==> config.mk <==
export PLATFORM = sky130hd
export DESIGN_NAME = density_bram_writer
export DESIGN_NICKNAME = d
export VERILOG_FILES = /design/src/rtl/fluid_pkg.sv /design/src/rtl/raster_counter.sv /design/src/rtl/density_bram_writer.sv
export SDC_FILE = /design/constraint.sdc
export NUM_CORES = 1
export LEC_CHECK = 0
export ABC_AREA = 0
export BUFFER_PORTS_ARGS = -buffer_cell sky130_fd_sc_hd__buf_4
export CAP_MARGIN = 20
export CORE_MARGIN = 10
export CORE_UTILIZATION = 51
export CTS_BUF_LIST = sky130_fd_sc_hd__clkbuf_16
export CTS_CLUSTER_DIAMETER = 40
export DETAILED_ROUTE_END_ITERATION = 8
export PLACE_DENSITY = 0.95
export SLEW_MARGIN = 15
export SYNTH_ARGS = -nofsm -noshare
export SYNTH_HDL_FRONTEND = slang
export SYNTH_SLANG_ARGS = --single-unit
==> constraint.sdc <==
create_clock -name pixel_clk_in -period 5.4 [get_ports pixel_clk_in]
set_clock_uncertainty 0.1 [all_clocks]
set_input_delay 0 -clock pixel_clk_in [delete_from_list [all_inputs] [get_ports pixel_clk_in]]
set_output_delay 0 -clock pixel_clk_in [all_outputs]
set_load 0.03 [all_outputs]
==> src/rtl/fluid_pkg.sv <==
// Shared fluid-display definitions: grid geometry, density word layout,
// barrier encoding and the BRAM writer state encoding.
package fluid_pkg;

    localparam int unsigned GRID_W     = 205;
    localparam int unsigned GRID_H     = 154;
    localparam int unsigned BRAM_DEPTH = GRID_W * GRID_H;
    localparam int unsigned ADDR_W     = $clog2(BRAM_DEPTH);
    localparam int unsigned X_W        = $clog2(GRID_W);
    localparam int unsigned Y_W        = $clog2(GRID_H);
    localparam int unsigned LANES      = 9;
    localparam int unsigned LANE_W     = 8;
    localparam int unsigned DATA_W     = LANES * LANE_W;

    // Lane value the display renders as black (barrier).
    localparam logic [LANE_W-1:0] BARRIER_LANE = 8'hFF;
    // Substitute lane-0 value that keeps saturated fluid from looking like a barrier.
    localparam logic [LANE_W-1:0] FLUID_CAP_LANE = 8'hFE;

    typedef logic [8:0][7:0] density_cell_t;

    typedef enum logic [1:0] {CLEAR, IDLE, STREAM, DONE} writer_state_t;

    // Density word with every lane set to the barrier value.
    function automatic density_cell_t barrier_cell();
        density_cell_t c;
        for (int unsigned i = 0; i < LANES; i++) begin
            c[i] = BARRIER_LANE;
        end
        return c;
    endfunction

endpackage

==> src/rtl/raster_counter.sv <==
// Raster-order position tracker: linear address plus x/y, wrapping to the
// origin after the last cell. Shared between the density write and read paths.
module raster_counter
    import fluid_pkg::*;
#(
    parameter int unsigned COLS = GRID_W,
    parameter int unsigned ROWS = GRID_H,
    localparam int unsigned AW  = $clog2(COLS * ROWS),
    localparam int unsigned XW  = $clog2(COLS),
    localparam int unsigned YW  = $clog2(ROWS)
) (
    input  logic          clk,
    input  logic          rst,
    input  logic          clr,
    input  logic          step,
    output logic [AW-1:0] addr,
    output logic [XW-1:0] x,
    output logic [YW-1:0] y,
    output logic          last_c
);

    logic x_last_c;

    assign last_c   = (addr == AW'(COLS * ROWS - 1));
    assign x_last_c = (x == XW'(COLS - 1));

    // Advance one cell per step; the last cell wraps everything back to zero.
    always_ff @(posedge clk) begin
        if (rst || clr) begin
            addr <= '0;
            x    <= '0;
            y    <= '0;
        end else if (step) begin
            if (last_c) begin
                addr <= '0;
                x    <= '0;
                y    <= '0;
            end else begin
                addr <= addr + AW'(1);
                if (x_last_c) begin
                    x <= '0;
                    y <= y + YW'(1);
                end else begin
                    x <= x + XW'(1);
                end
            end
        end
    end

endmodule

==> src/rtl/density_bram_writer.sv <==
// Writes a raster-ordered stream of density cells into the display BRAM.
// Clears the whole BRAM after reset, then serves one frame per start request.
// Optional build macro BARRIER_GUARD_EN: forces a barrier border around the
// grid and keeps non-barrier cells from being encoded as barriers.
module density_bram_writer
    import fluid_pkg::*;
(
    input  logic                pixel_clk_in,
    input  logic                rst_in,
    input  logic                start_in,
    input  logic                cell_valid_in,
    input  density_cell_t       cell_data_in,
    input  logic                barrier_in,
    output logic                cell_ready_out,
    output logic                wr_en_out,
    output logic [ADDR_W-1:0]   wr_addr_out,
    output logic [DATA_W-1:0]   wr_data_out,
    output logic                busy_out,
    output logic                frame_done_out
);

    writer_state_t       state;
    writer_state_t       state_nxt;

    logic                hs_c;
    logic                cnt_clr_c;
    logic                cnt_step_c;
    logic [ADDR_W-1:0]   cnt_addr;
    logic [X_W-1:0]      cnt_x;
    logic [Y_W-1:0]      cnt_y;
    logic                cnt_last_c;

    density_cell_t       cell_wr_c;

    logic                wr_en_d;
    logic [ADDR_W-1:0]   wr_addr_d;
    logic [DATA_W-1:0]   wr_data_d;
    logic                ready_d;
    logic                busy_d;
    logic                done_d;

    assign hs_c       = cell_valid_in && cell_ready_out;
    assign cnt_step_c = (state == CLEAR) || hs_c;
    assign cnt_clr_c  = (state == IDLE);

    raster_counter #(
        .COLS (GRID_W),
        .ROWS (GRID_H)
    ) u_raster_counter (
        .clk    (pixel_clk_in),
        .rst    (rst_in),
        .clr    (cnt_clr_c),
        .step   (cnt_step_c),
        .addr   (cnt_addr),
        .x      (cnt_x),
        .y      (cnt_y),
        .last_c (cnt_last_c)
    );

    // State register.
    always_ff @(posedge pixel_clk_in) begin
        if (rst_in) begin
            state <= CLEAR;
        end else begin
            state <= state_nxt;
        end
    end

    // Next-state logic: clear sweep, wait for start, stream one frame, finish.
    always_comb begin
        state_nxt = state;
        case (state)
            CLEAR:   if (cnt_last_c)         state_nxt = IDLE;
            IDLE:    if (start_in)           state_nxt = STREAM;
            STREAM:  if (hs_c && cnt_last_c) state_nxt = DONE;
            DONE:                            state_nxt = IDLE;
            default:                         state_nxt = CLEAR;
        endcase
    end

`ifdef BARRIER_GUARD_EN
    logic on_border_c;

    assign on_border_c = (cnt_x == '0) || (cnt_x == X_W'(GRID_W - 1)) ||
                         (cnt_y == '0) || (cnt_y == Y_W'(GRID_H - 1));

    // Border cells become barriers; saturated fluid gets lane 0 pulled off 0xFF.
    always_comb begin
        cell_wr_c = cell_data_in;
        if (barrier_in || on_border_c) begin
            cell_wr_c = barrier_cell();
        end else if (cell_data_in == barrier_cell()) begin
            cell_wr_c[0] = FLUID_CAP_LANE;
        end
    end
`else
    logic grid_pos_unused;

    assign grid_pos_unused = ^{cnt_x, cnt_y};

    // Barrier flag alone selects the black encoding.
    always_comb begin
        cell_wr_c = barrier_in ? barrier_cell() : cell_data_in;
    end
`endif

    // Output decode: next values of the registered BRAM port and status flags.
    always_comb begin
        wr_en_d   = 1'b0;
        wr_addr_d = wr_addr_out;
        wr_data_d = wr_data_out;
        ready_d   = (state_nxt == STREAM);
        busy_d    = (state_nxt == CLEAR) || (state_nxt == STREAM);
        done_d    = (state == DONE);
        case (state)
            CLEAR: begin
                wr_en_d   = 1'b1;
                wr_addr_d = cnt_addr;
                wr_data_d = '0;
            end
            STREAM: begin
                if (hs_c) begin
                    wr_en_d   = 1'b1;
                    wr_addr_d = cnt_addr;
                    wr_data_d = cell_wr_c;
                end
            end
            default: ;
        endcase
    end

    // Output registers; reset drops any pending write.
    always_ff @(posedge pixel_clk_in) begin
        if (rst_in) begin
            wr_en_out      <= 1'b0;
            wr_addr_out    <= '0;
            wr_data_out    <= '0;
            cell_ready_out <= 1'b0;
            busy_out       <= 1'b1;
            frame_done_out <= 1'b0;
        end else begin
            wr_en_out      <= wr_en_d;
            wr_addr_out    <= wr_addr_d;
            wr_data_out    <= wr_data_d;
            cell_ready_out <= ready_d;
            busy_out       <= busy_d;
            frame_done_out <= done_d;
        end
    end

endmodule

==> metrics.txt, run 1 <==
CTS Buffer Depth=2; DP HPWL=8864 um; Min-Delay Path Class=in -> reg; vias=4440; Clock Sink Count=108; net count of the mapped netlist=575; Port Buffers=167; P_sw=0.0003426 W; most common cell after layout, fill and taps aside=buf_4; later-pin clock latency in the skew report=330 ps; ratio of cells with drive above 1 in the final layout=26.65%; data arrival time of the critical path=2450 ps; DR vias/cell=5.435; clk root buf=clkbuf_16; first-pass GRT wire length=21910 um; DIE AREA=11870 um^2; status=finished, final reports clean; Flop pwr share=50.9%; fin worst setup slack=3043 ps; gr usage total=22.82%; crit end category=register; pwr/cell area=249.5 nW/um^2; initial antenna violation count=2; synth unique cells=33; Yosys reg bits=108; final max-slew violation count=0; YS warnings=0; Mapped Cells=496; WP data required=5490 ps; final cell count without fillers=817; VDD IR max=0.0001890 V; Starting DRT DRC Count=304; final worst path period share=43.65%; core occupancy in the finished layout=81.93%; H-tree levels=3; Die Y-Extent=109.0 um; Core Region=7727 um^2; clock-pin slew on the worst setup and hold paths=70 ps; Post-Synthesis Cell Area=4035 um^2; Avg Cell Area, Syn=8.135 um^2; IO Pins=168; critical path class=reg -> reg; commonest cells after routing, fill and taps aside=168 x buf_4, 110 x nand2_1, 108 x dfxtp_1, 92 x a21oi_1, 74 x o21ai_0; routability cong.=0.8239; final net count=787; Setup TNS=0 ps; slew margin rel.=36.95%; fmax=0.4242 GHz; Initial Util=52.22%; final wirelength=14090 um; Placement Setup Slack=3134 ps; Placed Cells incl. Taps=726; Tightest Pin Transition=945.8 ps; vias in the first global route=4437; Layout area overhead=56.90%; # Post-CTS Setup Buffers=0; Placement Rows=32; Static Leakage=2.482 nW; crit-path max FO=15; Max-Cap Viols=0; Clock power frac=41.4%; internal power=0.001237 W; Hold Fails Final Rpt=0; CTS tree=built; grt total ovfl=0; sequential-to-total area share from yosys stat=53.58%; post-route minimum period=2357 ps; Routed Antenna Nets=0; drt first pass iters=5; final setup vio count=0; largest net degree at the start of global routing=94; switch share=21.69%; startpoint types=register; Inserted Clock Buffers=9; DRC=0; wire length per cell=17.25 um; RSZ-0062 raised after global routing=no; Die X=109.0 um; Comb power frac=7.7%
-- synth_stat cells --
library cell,number,share of area [%]
nand4bb_1,1,0.28
or4b_1,1,0.25
and2_1,1,0.16
nor4b_1,1,0.22
nor4_1,3,0.47
a21o_1,2,0.37
inv_1,2,0.19
o21ai_0,74,9.2
dfxtp_1,108,54
a211oi_1,1,0.19
nand2_1,110,10
buf_1,1,0.093
buf_6,1,0.28
or4_4,1,0.28
o31ai_1,3,0.56
nand2b_1,2,0.31
nand3_1,7,0.87
nor2b_1,1,0.16
nor2_1,16,1.5
clkbuf_1,39,3.6
nor3_1,4,0.50
o21ba_2,1,0.25
ha_1,2,0.62
xor2_1,3,0.65
o2bb2ai_1,1,0.22
nand4_1,2,0.31
or2_1,1,0.16
a21oi_1,93,12
o21ai_4,1,0.40
xnor2_1,7,1.5
or3_1,2,0.31
or4_1,3,0.56
a2bb2oi_1,1,0.22
-- worst paths after layout --
check	start	end	slack, ps	depth (start not counted)
max	u_raster_counter.addr[0]	u_raster_counter.addr[1]	3040	5
min	cell_valid_in	u_raster_counter.addr[1]	160	3
max reg2reg	u_raster_counter.addr[0]	u_raster_counter.addr[1]	3040	5
min reg2reg	wr_data_out[56]	wr_data_out[56]	350	2
-- registers in the layout (all words and copies together), names as in the netlist --
signal / flops
wr_data_out: 72
u_raster_counter.addr: 15
wr_addr_out: 15
state: 2
busy_out: 1
cell_ready_out: 1
frame_done_out: 1
wr_en_out: 1
-- cells by family after synthesis --
logic type      synth area share [%]
compound gates                 22.92
xor+xnor                       2.171
fa+ha+maj                     0.6201
buf+inv                        4.186
flops                          53.58
simple gates                   16.53
-- repair_timing --
item                      4_1_cts  5_1_grt
hold buffers                   73        0
gates resized for setup         0        0
hold endpoints to repair       74        0
-- critical path, stage by stage (launching register included) --
cell      delay (ps)
dfxtp_1          420
ha_1             190
or4b_1           450
or4_4            570
o21ai_4          390
a211oi_1         100
-- power by group through the flow --
stage	logic (W)	registers, W	clock network [W]
6_report	0.000121	0.000804	0.000655
5_1_grt	0.000129	0.000804	0.000696
4_1_cts	0.000118	0.000803	0.000663
3_5_place_dp	0.0000745	0.000822	0
3_3_place_gp	0.0000730	0.000822	0
2_1_floorplan	0.0000248	0.000824	0
-- layout make-up --
type	count	area (um^2)
antenna	2	5.005
multi-input combinational	345	1717
timing repair buffer	242	2012
clock inverter	7	75.07
inverter	2	7.507
tap	102	127.6
clock buffer	9	225.2
fill	460	1396
sequential	108	2162
-- metrics by stage --
stage / total power [W] / area (um^2) / hold slack (ps)
2_1_floorplan: 0.0008484 / 4035 / 52.50
3_3_place_gp: 0.0008946 / 5271 / 189.9
3_5_place_dp: 0.0008965 / 5291 / 198.6
4_1_cts: 0.001585 / 6322 / 139.6
5_1_grt: 0.001630 / 6331 / 191.1
6_report: 0.001580 / 6331 / 158.2
-- routing by layer --
layer	global-route usage [%]	share of wire, %
met1	24.18	37
met2	40.49	52
met3	7.434	7.8
met4	10.08	3.2
met5	0	0
Power figures use the tool's default switching activity.
==> run 2, diff against run 1 <==
Settings changed: CORE_UTILIZATION 51 to 47, PLACE_DENSITY 0.95 to 0.9.
Clock period 5.4 ns to 2.2 ns, I/O delays scaled along.
==> run 2 against run 1 <==
Effect of this change:
- critical path depth grew 1
- sequential share of layout area shrank 0.65 points
- core utilization shrank 4.2 points
- via count grew 0.56%
- critical path type unchanged
- largest cell class unchanged
==> metrics.txt, run 2 (synthesis results as in run 1) <==
IO Pins=168 (unchanged); Inserted Clock Buffers=9 (unchanged); Layout area overhead=59.94%; crit-path max FO=3 (-12); fmax=0.4695 GHz (+11%); Biggest register=wr_data_out; max reg flops=72 (unchanged); vias in the first global route=4398 (-0.88%); Tot Pwr=0.004012 W (+150%); Max-Cap Viols=0 (unchanged); wire length per cell=16.92 um (-1.9%); DIE AREA=12690 um^2 (+6.9%); Min-Delay Path Class=in -> reg; Critical path origin=u_raster_counter.addr[1]; Starting DRT DRC Count=357 (+17%); later-pin clock latency in the skew report=340 ps (about the same); post-route minimum period=2130 ps (-227.2 ps); final hold slack=27.58 ps (-130.6 ps); grt total ovfl=0 (unchanged); reg2reg start=u_raster_counter.addr[1]; data arrival time of the critical path=2260 ps (-190 ps); gr usage total=20.94% (-1.9 points); final net count=797 (+1.3%); status=finished, final reports clean; clock-pin slew on the worst setup and hold paths=80 ps (about the same); critical path class=reg -> reg; WP data required=2330 ps (-3160 ps); Clock Sink Count=108 (unchanged); R2R setup slack=70 ps (-2970 ps); H-tree levels=3 (unchanged); most common cell after layout, fill and taps aside=buf_4; CTS tree=built; Hold Startpoint=rst_in; ratio of cells with drive above 1 in the final layout=27.80% (+1.2 points); Initial Util=48.62% (-3.6 points); routability cong.=0.8834 (+7.2%); Port Buffers=167 (unchanged); Core Region=8299 um^2 (+7.4%); VDD IR max=0.0004878 V (+160%); commonest cells after routing, fill and taps aside=177 x buf_4, 110 x nand2_1, 108 x dfxtp_1, 93 x a21oi_1, 74 x o21ai_0; final max-slew violation count=0 (unchanged); Tightest Pin Transition=607.4 ps (-338.4 ps); drt first pass iters=5 (unchanged); biggest regs=wr_data_out (72), u_raster_counter.addr (15), wr_addr_out (15); DP HPWL=8903 um (+0.44%); pwr/cell area=621.6 nW/um^2 (+150%); Routed Antenna Nets=0 (unchanged); largest net degree at the start of global routing=73 (-22%); Fillers=539 (+17%); Die X=112.7 um (+3.4%); Static Leakage=2.551 nW (+2.8%); DRC=0 (unchanged); Hold Fails Final Rpt=0 (unchanged); Die Y-Extent=112.7 um (+3.4%); slew margin rel.=59.51% (+23 points); crit end category=register; Placement Rows=33 (+3.1%); clk root buf=clkbuf_16; final setup vio count=0 (unchanged); vias=4465 (+0.56%); final worst path period share=96.82% (+53 points); DR vias/cell=5.354 (-1.5%); CTS Buffer Depth=2 (unchanged); initial antenna violation count=6 (+4); final wirelength=14110 um (+0.17%); startpoint types=register; first-pass GRT wire length=22340 um (+1.9%); Setup TNS=0 ps (unchanged); RSZ-0062 raised after global routing=no
-- run 2: worst max-delay path, cell delays in order, from the launching register on --
cell     delay [ps]
dfxtp_1         310
inv_1            50
ha_1            140
or4b_1          430
or4_4           570
or2_4           250
a21o_1          170
-- run 2: timing repair --
action | in CTS | in global routing
endpoints found under the hold margin | 75 | 0
resized for setup | 0 | 1
hold buffers | 73 | 0
setup endpoints to repair | 0 | 1
buffers inserted | 0 | 0
-- run 2: layout make-up --
type / count / area [um^2] / share of cell area, %
Inverter: 2 / 7.507 / 0.1163
Antenna cell: 6 / 15.01 / 0.2326
Clock buffer: 9 / 225.2 / 3.490
Multi-Input combinational cell: 345 / 1715 / 26.58
Sequential cell: 108 / 2162 / 33.50
Timing Repair Buffer: 252 / 2100 / 32.53
Clock inverter: 7 / 97.59 / 1.512
Tap cell: 105 / 131.4 / 2.036
-- run 2: worst paths after layout --
check,cells past startpoint,to
setup reg to reg,6,busy_out
hold / removal,2,wr_addr_out[9]
hold reg to reg,2,wr_data_out[28]
setup / recovery,6,busy_out
-- run 2: power by group --
part | switching [W] | internal, W
combinational | 0.000119 | 0.000193
sequential | 0.00000650 | 0.00196
clock | 0.000727 | 0.00100
total | 0.000852 | 0.00316
-- run 2: through the flow --
stage / util [%] / area [um^2] / worst slack, ps / cells
after floorplan: - / 4035 / 81.01 / 496
after global placement: 64.86 / 5383 / 103.6 / 739
after detailed placement: 64.86 / 5383 / 78.26 / 739
after CTS: 77.55 / 6436 / 67.81 / 828
after global routing: 77.76 / 6454 / 4.796 / 834
final: 77.76 / 6454 / 70.02 / 834
-- run 2: per-layer routing --
layer | track usage [%] | vias up | routed length, um
met4 | 10.83 | 0 | 522
met1 | 22.43 | 2084 | 5265
met2 | 37.14 | 206 | 7278
li1 | - | 2135 | -
met3 | 5.218 | 40 | 1047
met5 | 0 | - | 0
